$ cat config.mk
export PLATFORM = sky130hd
export DESIGN_NAME = rc4_crack_sequencer
export DESIGN_NICKNAME = d
export VERILOG_FILES = /design/src/rtl/rc4_pkg.sv /design/src/rtl/rc4_s_port_mux.sv /design/src/rtl/rc4_crack_sequencer.sv
export SDC_FILE = /design/constraint.sdc
export NUM_CORES = 1
export LEC_CHECK = 0
export ABC_AREA = 1
export CORE_UTILIZATION = 45
export DETAILED_ROUTE_END_ITERATION = 12
export GPL_TIMING_DRIVEN = 0
export PLACE_DENSITY = 0.77
export RECOVER_POWER = 100
export SYNTH_ARGS = -nofsm -noshare
export SYNTH_HDL_FRONTEND = slang
export SYNTH_HIERARCHICAL = 1
export SYNTH_SLANG_ARGS = --single-unit
$ cat constraint.sdc
create_clock -name clock -period 2.1 [get_ports clock]
set_clock_uncertainty 0.2 [all_clocks]
set_input_delay 0.42 -clock clock [delete_from_list [all_inputs] [get_ports clock]]
set_output_delay 0.42 -clock clock [all_outputs]
set_load 0.02 [all_outputs]
$ cat src/rtl/rc4_pkg.sv
// rtl/rc4_pkg.sv - shared types and helpers for the RC4 key-search sequencer
//
// Contents:
//   stage_t       stage index / s-RAM port owner (NONE = nobody drives the port)
//   seq_state_t   sequencer FSM states
//   is_plain_char accepted plaintext alphabet: lowercase letters and space
//   state_owner   which stage owns the s-RAM port in a given FSM state
package rc4_pkg;

    typedef enum logic [1:0] {
        STG_INIT = 2'd0,
        STG_KSA  = 2'd1,
        STG_DEC  = 2'd2,
        STG_NONE = 2'd3
    } stage_t;

    typedef enum logic [3:0] {
        ST_IDLE,
        ST_INIT_GO,
        ST_INIT_WAIT,
        ST_KSA_GO,
        ST_KSA_WAIT,
        ST_DEC_GO,
        ST_DEC_WAIT,
        ST_JUDGE,
        ST_NEXT_KEY,
        ST_FOUND,
        ST_FAIL,
        ST_ERROR
    } seq_state_t;

    function automatic logic is_plain_char(input logic [7:0] b);
        return ((b >= 8'h61) && (b <= 8'h7A)) || (b == 8'h20);
    endfunction

    // The port is handed over in the GO state so the stage owns it from its
    // very first cycle, and stays with it until the stage reports done.
    function automatic stage_t state_owner(input seq_state_t s);
        case (s)
            ST_INIT_GO, ST_INIT_WAIT: return STG_INIT;
            ST_KSA_GO,  ST_KSA_WAIT:  return STG_KSA;
            ST_DEC_GO,  ST_DEC_WAIT:  return STG_DEC;
            default:                  return STG_NONE;
        endcase
    endfunction

endpackage

$ cat src/rtl/rc4_s_port_mux.sv
// rtl/rc4_s_port_mux.sv - owner-selected 3:1 s-RAM port mux
//
// Ports:
//   owner    in  2      stage owning the port (STG_NONE = idle)
//   st_addr  in  3x8    per-stage address
//   st_data  in  3x8    per-stage write data
//   st_wren  in  3      per-stage write enable
//   s_addr   out 8      selected address (0 when idle)
//   s_data   out 8      selected write data (0 when idle)
//   s_wren   out 1      selected write enable, forced 0 when idle
module rc4_s_port_mux
    import rc4_pkg::*;
(
    input  logic [1:0]      owner,
    input  logic [2:0][7:0] st_addr,
    input  logic [2:0][7:0] st_data,
    input  logic [2:0]      st_wren,
    output logic [7:0]      s_addr,
    output logic [7:0]      s_data,
    output logic            s_wren
);

    always_comb begin
        s_addr = 8'h00;
        s_data = 8'h00;
        s_wren = 1'b0;
        case (owner)
            STG_INIT: begin
                s_addr = st_addr[0];
                s_data = st_data[0];
                s_wren = st_wren[0];
            end
            STG_KSA: begin
                s_addr = st_addr[1];
                s_data = st_data[1];
                s_wren = st_wren[1];
            end
            STG_DEC: begin
                s_addr = st_addr[2];
                s_data = st_data[2];
                s_wren = st_wren[2];
            end
            default: begin
                s_addr = 8'h00;
                s_data = 8'h00;
                s_wren = 1'b0;
            end
        endcase
    end

endmodule

$ cat src/rtl/rc4_crack_sequencer.sv
// rtl/rc4_crack_sequencer.sv - RC4 key-search sequencer: stage FSM, key stepping, byte screen
//
// Ports:
//   clock, i_reset     clock, synchronous active-high reset
//   start              pulse; begins a search from IDLE/FOUND/FAIL/ERROR
//   stage_go[2:0]      one-hot start pulse to init/ksa/decrypt stage
//   stage_done[2:0]    finish pulses from the stages (only the owner's bit counts)
//   st_addr/st_data/st_wren   per-stage s-RAM port requests
//   s_addr/s_data/s_wren      s-RAM port, driven by the owning stage only
//   dec_wren/dec_data  plaintext bytes written by the decrypt stage
//   secret_key[23:0]   current candidate key (zero-extended)
//   busy/found/fail/error     status levels; stage_err = stage that timed out
module rc4_crack_sequencer
    import rc4_pkg::*;
#(
    parameter int unsigned KEY_W     = 22,
    parameter int unsigned KEY_START = 0,
    parameter int unsigned KEY_STEP  = 1,
    parameter int unsigned MSG_LEN   = 32,
    parameter int unsigned WDOG_CYC  = 4096
)(
    input  logic            clock,
    input  logic            i_reset,
    input  logic            start,
    output logic [2:0]      stage_go,
    input  logic [2:0]      stage_done,
    input  logic [2:0][7:0] st_addr,
    input  logic [2:0][7:0] st_data,
    input  logic [2:0]      st_wren,
    output logic [7:0]      s_addr,
    output logic [7:0]      s_data,
    output logic            s_wren,
    input  logic            dec_wren,
    input  logic [7:0]      dec_data,
    output logic [23:0]     secret_key,
    output logic            busy,
    output logic            found,
    output logic            fail,
    output logic            error,
    output logic [1:0]      stage_err
);

    localparam int unsigned       WDOG_W    = $clog2(WDOG_CYC) + 1;
    localparam logic [WDOG_W-1:0] WDOG_LAST = WDOG_W'(WDOG_CYC - 1);
    localparam logic [KEY_W-1:0]  KEY_INIT  = KEY_W'(KEY_START);
    localparam logic [KEY_W:0]    STEP_EXT  = (KEY_W + 1)'(KEY_STEP);
    localparam logic [5:0]        MSG_CNT   = 6'(MSG_LEN);

    seq_state_t        state_q, state_d;
    logic [KEY_W-1:0]  key_q, key_d;
    logic [1:0]        owner_q, owner_d;
    logic [WDOG_W-1:0] wdog_q, wdog_d;
    logic              bad_q, bad_d;
    logic [5:0]        cnt_q, cnt_d;
    logic [2:0]        go_q, go_d;
    logic              busy_q, busy_d;
    logic              found_q, found_d;
    logic              fail_q, fail_d;
    logic              error_q, error_d;
    logic [1:0]        err_stage_q, err_stage_d;

    // One extra bit so running off the top of the key space is visible.
    logic [KEY_W:0]    nxt_key;
    logic              own_done;
    seq_state_t        wait_next;

    always_comb begin
        state_d     = state_q;
        key_d       = key_q;
        wdog_d      = wdog_q;
        bad_d       = bad_q;
        cnt_d       = cnt_q;
        err_stage_d = err_stage_q;
        nxt_key     = {1'b0, key_q} + STEP_EXT;
        own_done    = 1'b0;
        wait_next   = state_q;

        // Only the current owner's done bit can advance a WAIT state.
        case (state_q)
            ST_INIT_WAIT: begin own_done = stage_done[0]; wait_next = ST_KSA_GO; end
            ST_KSA_WAIT:  begin own_done = stage_done[1]; wait_next = ST_DEC_GO; end
            ST_DEC_WAIT:  begin own_done = stage_done[2]; wait_next = ST_JUDGE;  end
            default:      begin own_done = 1'b0;          wait_next = state_q;   end
        endcase

        case (state_q)
            ST_IDLE, ST_FOUND, ST_FAIL, ST_ERROR: begin
                if (start) begin
                    state_d     = ST_INIT_GO;
                    key_d       = KEY_INIT;
                    err_stage_d = 2'd0;
                end
            end
            ST_INIT_GO: begin
                wdog_d  = '0;
                state_d = ST_INIT_WAIT;
            end
            ST_KSA_GO: begin
                wdog_d  = '0;
                state_d = ST_KSA_WAIT;
            end
            ST_DEC_GO: begin
                wdog_d  = '0;
                bad_d   = 1'b0;
                cnt_d   = 6'd0;
                state_d = ST_DEC_WAIT;
            end
            ST_INIT_WAIT, ST_KSA_WAIT, ST_DEC_WAIT: begin
                // A done in the last watchdog cycle still counts as success.
                if (own_done) begin
                    state_d = wait_next;
                end else if (wdog_q == WDOG_LAST) begin
                    state_d     = ST_ERROR;
                    err_stage_d = owner_q;
                end else begin
                    wdog_d = wdog_q + WDOG_W'(1);
                end
            end
            ST_JUDGE: begin
                // A short or long message is treated the same as garbage text.
                if (!bad_q && (cnt_q == MSG_CNT)) begin
                    state_d = ST_FOUND;
                end else begin
                    state_d = ST_NEXT_KEY;
                end
            end
            ST_NEXT_KEY: begin
                if (nxt_key[KEY_W]) begin
                    state_d = ST_FAIL;
                end else begin
                    key_d   = nxt_key[KEY_W-1:0];
                    state_d = ST_INIT_GO;
                end
            end
            default: begin
                state_d = ST_IDLE;
            end
        endcase

        if ((state_q == ST_DEC_WAIT) && dec_wren) begin
            cnt_d = cnt_q + 6'd1;
            if (!is_plain_char(dec_data)) begin
                bad_d = 1'b1;
            end
        end

        // Outputs are registered from the next state so they line up with it.
        go_d      = {state_d == ST_DEC_GO, state_d == ST_KSA_GO, state_d == ST_INIT_GO};
        owner_d   = state_owner(state_d);
        busy_d    = !((state_d == ST_IDLE) || (state_d == ST_FOUND) ||
                      (state_d == ST_FAIL) || (state_d == ST_ERROR));
        found_d   = (state_d == ST_FOUND);
        fail_d    = (state_d == ST_FAIL);
        error_d   = (state_d == ST_ERROR);
    end

    always_ff @(posedge clock) begin
        if (i_reset) begin
            state_q     <= ST_IDLE;
            key_q       <= KEY_INIT;
            owner_q     <= STG_NONE;
            wdog_q      <= '0;
            bad_q       <= 1'b0;
            cnt_q       <= 6'd0;
            go_q        <= 3'b000;
            busy_q      <= 1'b0;
            found_q     <= 1'b0;
            fail_q      <= 1'b0;
            error_q     <= 1'b0;
            err_stage_q <= 2'd0;
        end else begin
            state_q     <= state_d;
            key_q       <= key_d;
            owner_q     <= owner_d;
            wdog_q      <= wdog_d;
            bad_q       <= bad_d;
            cnt_q       <= cnt_d;
            go_q        <= go_d;
            busy_q      <= busy_d;
            found_q     <= found_d;
            fail_q      <= fail_d;
            error_q     <= error_d;
            err_stage_q <= err_stage_d;
        end
    end

    rc4_s_port_mux u_port_mux (
        .owner   (owner_q),
        .st_addr (st_addr),
        .st_data (st_data),
        .st_wren (st_wren),
        .s_addr  (s_addr),
        .s_data  (s_data),
        .s_wren  (s_wren)
    );

    assign stage_go   = go_q;
    assign secret_key = 24'(key_q);
    assign busy       = busy_q;
    assign found      = found_q;
    assign fail       = fail_q;
    assign error      = error_q;
    assign stage_err  = err_stage_q;

endmodule
# ---- Yosys cells after proc, flatten, opt, wreduce, memory -nomap -nowiden
# Cells that the tools add are included.
# Widths: inputs -> output; s select.
dict set report classes {
  add_sub_neg 3
  magnitude_cmp 2
  eq_ne 30
  mux 27
  reduce_logical 25
}
# cell n
set op_table {}
lappend op_table {{$pmux 8 s3} 2}
lappend op_table {{$mux 22} 2}
lappend op_table {{$pmux 22 s2} 1}
lappend op_table {{$eq 4x3->1 const B} 7}
lappend op_table {{$eq 4x4->1 const B} 7}
lappend op_table {{$pmux 4 s7} 1}
lappend op_table {{$mux 13} 2}
lappend op_table {{$pmux 13 s2} 1}
lappend op_table {{$add 22x1->23 const B} 1}
lappend op_table {{$eq 4x2->1 const B} 4}
lappend op_table {{$mux 4} 4}
lappend op_table {{$add 13x1->13 const B} 1}
lappend op_table {{$eq 13x12->1 const B} 1}
lappend op_table {{$mux 6} 2}
lappend op_table {{$pmux 4 s3} 1}
lappend op_table {{$ne 2x2->1 const B} 5}
lappend op_table {{$eq 4x1->1 const B} 2}
lappend op_table {{$eq 8x6->1 const B} 1}
lappend op_table {{$ge 8x7->1 const B} 1}
lappend op_table {{$le 8x7->1 const B} 1}
lappend op_table {{$logic_not 4->1} 2}
lappend op_table {{$reduce_bool 2->1} 4}
lappend op_table {{$add 6x1->6 const B} 1}
lappend op_table {{$eq 6x6->1 const B} 1}
lappend op_table {{16 further kinds} 32}
dict set report totals {
  reg_bits 57
  inputBits 66
  out_inout_bits 50
  wordCells 99
}

# ---- Depth between registers and ports, before layout
dict set report logic_depth {
  depth_word 9
  mapped_depth 14
  mapped_depth_nobuf 14
}

# ---- Modules after synthesis
# Netlist, hierarchy kept.
# mod n_inst cells_each area_each_um2 seq_area_each_um2
set by_module_without_submodules {}
lappend by_module_without_submodules {rc4_crack_sequencer 1 511 3408.3 1141.1}
lappend by_module_without_submodules {rc4_s_port_mux 1 78 420.4 0.0}

# ---- Worst setup path before layout
# No wires, ideal clock.
dict set report synth_path {
  path_kind {register to register}
  startpoint {reg key_q[0]}
  endpoint {reg key_q[13]}
  setup_ns 0.069
  t_arrival_ns 1.800
  t_required_ns 1.831
  path_slack_ns 0.031
  stages_incl_launch_ff 11
  path_buffers 1
  cell_sequence {dfxtp_1 -> ha_1 -> inv_1 -> nor3_4 -> nand2_2 -> nor2_2 -> nand2_2 -> nand2_4 -> buf_6 -> nand2_2 -> a21oi_2}
}
dict set report synth_via {
  elab_chain_len 3
  word_cells_on_any_way 5
  classes_between {1 x add/sub; 1 x eq/ne; 2 x mux; 1 x reduce/logical}
}
# element line
set synth_lines {}
lappend synth_lines {{start: declaration} rc4_crack_sequencer.sv:50} ;# logic [KEY_W-1:0] key_q, key_d;
lappend synth_lines {{start signal: assignment} rc4_crack_sequencer.sv:173} ;# key_q <= key_d;
lappend synth_lines {{$add 22x1->23 *} rc4_crack_sequencer.sv:74} ;# nxt_key = {1'b0, key_q} + STEP_EXT;
lappend synth_lines {{$mux 22 or $ne 2x2->1 (tied branches)} -}
lappend synth_lines {{$pmux 22 s2 or $reduce_and 3->1 (tied branches)} -}
# Every way passes the cells marked *; elsewhere a longest branch is shown, timed or not. The select of a mux whose other input is x is not followed.
# A chain may end at the register's enable or synchronous reset.

# ---- Worst setup path in the final report
dict set report layout_path {
  startpoint {reg owner_q[0]}
  endpoint {out s_addr[2]}
}
dict set report layout_via {
  elab_chain_len 2
  word_cells_on_any_way 4
  classes_between {2 x eq/ne; 1 x mux; 1 x reduce/logical}
}
# element line
set layout_lines {}
lappend layout_lines {{start: declaration} rc4_crack_sequencer.sv:51} ;# logic [1:0] owner_q, owner_d;
lappend layout_lines {{start signal: assignment} rc4_crack_sequencer.sv:174} ;# owner_q <= owner_d;
lappend layout_lines {{$eq 2x2->1 (tied with other cells)} rc4_s_port_mux.sv:27} ;# case (owner)
lappend layout_lines {{$pmux 8 s3 *} rc4_s_port_mux.sv:27}
lappend layout_lines {{end: declaration} rc4_crack_sequencer.sv:30} ;# output logic [7:0] s_addr,
# Every way passes the cells marked *; elsewhere a longest branch is shown, timed or not.

==> results.py <==
metrics = {
    "critical_path": {
        "worst_setup_path_class": "reg2out",
        "endpoint_kind": "output port",
        "regToRegSetupSlack_ps": 70,
        "setup.worst_path.start_class": "flip-flop",
        "max_stage_delay_ps": 340,
        "timing.critical_path.cells": "buf_6 -> nor2_8 -> buf_4 -> nand2_1 -> nand3_1 -> buf_2",
        "worst-path-max-fanout": 10,
        "critPathSlowestCell": "dfxtp_2",
        "timing.critical_path.required_ps": 1480,
        "arrival_time_at_the_worst_endpoint_ps": 1430,
    },
    "cells_and_area": {
        "most_frequent_cells_in_the_layout": "nand2_1 (140), clkdlybuf4s50_1 (89), nand3_1 (88)",
        "fraction_of_final_layout_cells_sized_beyond_drive_strength_1_pct": 20.6,
        "postLayoutCellArea_mm2": 0.00537,
        "finalCoreUtilization_pct": 65.4,
        "filler_cell_count": 734,
        "insertedDiodeCount": 0,
        "final_net_count": 795,
        "mostFrequentLayoutCell": "nand2_1",
        "areaGrowthSynthToFinish_pct": 40.3,
    },
    "pwr": {
        "reported_leakage_power_nw": 2.11,
        "p_total_mw": 3.53,
        "max-vdd-ir-drop_uv": 303,
        "power-per-cell-area_mw_per_mm2": 658,
    },
    "die": {
        "top_level_ports": 116,
        "initial_core_util_pct": 46.6,
        "die-width_um": 94.2,
        "fp.dieArea_mm2": 0.00888,
        "core_area_mm2": 0.00822,
        "die_h_um": 94.2,
        "placementRows": 33,
    },
    "detailed_routing": {
        "detail_route.vias_per_cell": 5.21,
        "via_count": 4349,
        "drt_iter0_markers": 189,
        "drtAntennaViolNets": 0,
        "avgRoutedWirePerCell_um": 14.4,
        "detail_route.drc_violations": 0,
        "routed_wl_mm": 12.0,
        "first_pass_iters": 5,
    },
    "flow_run": {
        "drv_cap": 0,
    },
    "yosys": {
        "seq_total_area_yosys_pct": 29.8,
        "mean_instance_size_in_the_synthesized_netlist_um2": 6.50,
        "syn-cell-area_mm2": 0.00383,
        "area_share_of_the_leading_cell_type_in_the_synthesized_netlist_pct": 29.8,
        "synthesis.instances": 589,
        "synth_top_cell_by_area": "dfxtp_1",
        "synth_enable_flop_cells": 0,
        "async_reset_ff_share_pct": 0,
        "ys_seq_elements": 57,
        "postSynth.topFlopCell": "dfxtp_1",
        "ys_types": 42,
        "yosys-top-cells-area": "dfxtp_1 (30%), nand2_1 (14%), nand3_1 (12%), nor2_1 (8.0%), inv_1 (3.9%)",
        "synth-warning-count": 6,
    },
    "clocking": {
        "cts_inserted_buffers": 9,
        "clkLatencyLatePin_ps": 340,
        "cts.sink_count": 57,
        "cts_max_path_buffers": 2,
        "clock_tree_from_tritoncts": "yes",
        "clk_transition_reported_paths_ps": 70,
        "ctsHtreeMaxLevel": 3,
        "cts-root-buf": "clkbuf_8",
    },
    "sta": {
        "finalWorstPathRequiredPeriod_ps": 2050,
        "max_slew.worst_pin.slew_ps": 684,
        "max_clock_freq_mhz": 489,
        "final_max_slew_viol_count": 0,
        "final_period_util_pct": 97.4,
        "setup_violations": 0,
        "holdWs_ps": 277,
        "report.final.hold_viol_count": 0,
        "maxSlewHeadroom_pct": 54.4,
    },
    "placement": {
        "io_buffers": 112,
        "dpl.hpwl_mm": 8.95,
        "dpl-instance-area_mm2": 0.00508,
        "gp_routability_congestion": 0.935,
    },
    "run_status": {
        "run_status": "finished, final reports clean",
    },
    "global_route": {
        "pin_count_of_the_biggest_net_entering_global_routing": 11,
        "grt_pass1_vias": 3926,
        "grt_util_all_layers_pct": 26.5,
        "grt_overflow_total": 0,
        "grt_antenna_before_repair": 0,
        "first_pass_grt_wire_length_mm": 18.3,
    },
    "hold_path": {
        "kind_of_path_behind_the_tightest_hold_check": "reg2reg",
    },
}
## final timing paths
path / start / endpoint / cells after the start
hold reg to reg: bad_q / bad_q / 2
hold / removal: bad_q / bad_q / 2
setup reg to reg: key_q[5] / owner_q[1] / 9
setup / recovery: owner_q[0] / s_addr[2] / 6
## cells in the mapped netlist, types with 2 or more instances
cell	n
a211oi_1	3
a211oi_2	2
a21oi_1	26
a21oi_2	11
buf_4	4
buf_6	7
clkbuf_1	6
dfxtp_1	57
ha_1	4
inv_1	40
inv_2	16
nand2_1	142
nand2_2	16
nand2_4	2
nand3_1	88
nand3_2	2
nand3b_1	2
nand4_1	8
nor2_1	82
nor2_2	7
nor2_4	3
nor3_1	12
nor3b_1	3
o21ai_0	10
o21ai_1	3
or2_2	2
xnor2_1	4
xor2_1	13
## layer usage
layer,track usage (%),share of wire (%),up-vias
met5,0,0,-
met4,10.9,2.5,0
met3,4.77,8.4,32
met2,51.0,50,191
met1,27.9,39,1940
li1,-,-,2186
## cells by family after synthesis
group           count (synthesis)  share of synthesized area (%)
simple gates                  374                           45.5
compound gates                 62                           10.4
flops                          57                           29.8
other cells                     1                         0.0979
fa+ha+maj                       4                           1.31
xor+xnor                       17                           3.89
buf+inv                        74                           9.05
## state kept, by name (all words and copies together), names as in the netlist
| name | cells |
|---|---|
| bad_q | 1 |
| busy | 1 |
| cnt_q | 6 |
| error | 1 |
| fail | 1 |
| found | 1 |
| key_q | 22 |
| owner_q | 2 |
| stage_err | 2 |
| stage_go | 3 |
| state_q | 4 |
| wdog_q | 13 |
## what timing repair did
action                                 CTS  global route
hold buffers                             0             0
pin swaps                                3             6
endpoints found under the hold margin    0             0
buffers inserted                         5             7
resized for setup                       79            36
setup endpoints to repair               54            47
## cell type report
type	count	area [µm²]	area share, %
plain buffers	18	155	2.89
clock buffers	10	138	2.56
clock inverters	5	32.5	0.606
inverters	56	215	4.01
multi-input cells	459	2390	44.6
flip-flops and latches	57	1170	21.8
well taps	105	131	2.45
repair buffers	124	1130	21.1
## per-stage QoR
| step | setup TNS (ps) | worst slack [ps] | std cells |
|---|---|---|---|
| after floorplan | 0 | 30.7 | 590 |
| after detailed placement | -8810 | -257 | 807 |
| after global routing | -89.9 | -89.9 | 834 |
| final | 0 | 54.7 | 834 |
| after CTS | -5.99 | -5.99 | 827 |
| after global placement | -7760 | -255 | 807 |
## worst max-delay path: cells and delay by family, from the launching register on
family                 cells  cell delay, ps
DFF                        1             340
buffers and inverters      3             460
and+or+nand+nor            3             280
## power by group
group,total (mW),internal (mW),switching [mW]
Sequential,1.18,1.13,0.0500
Clock,0.911,0.448,0.463
Combinational,1.44,0.584,0.854
Total,3.53,2.16,1.37
No activity file was read; power rests on OpenSTA's default activity.
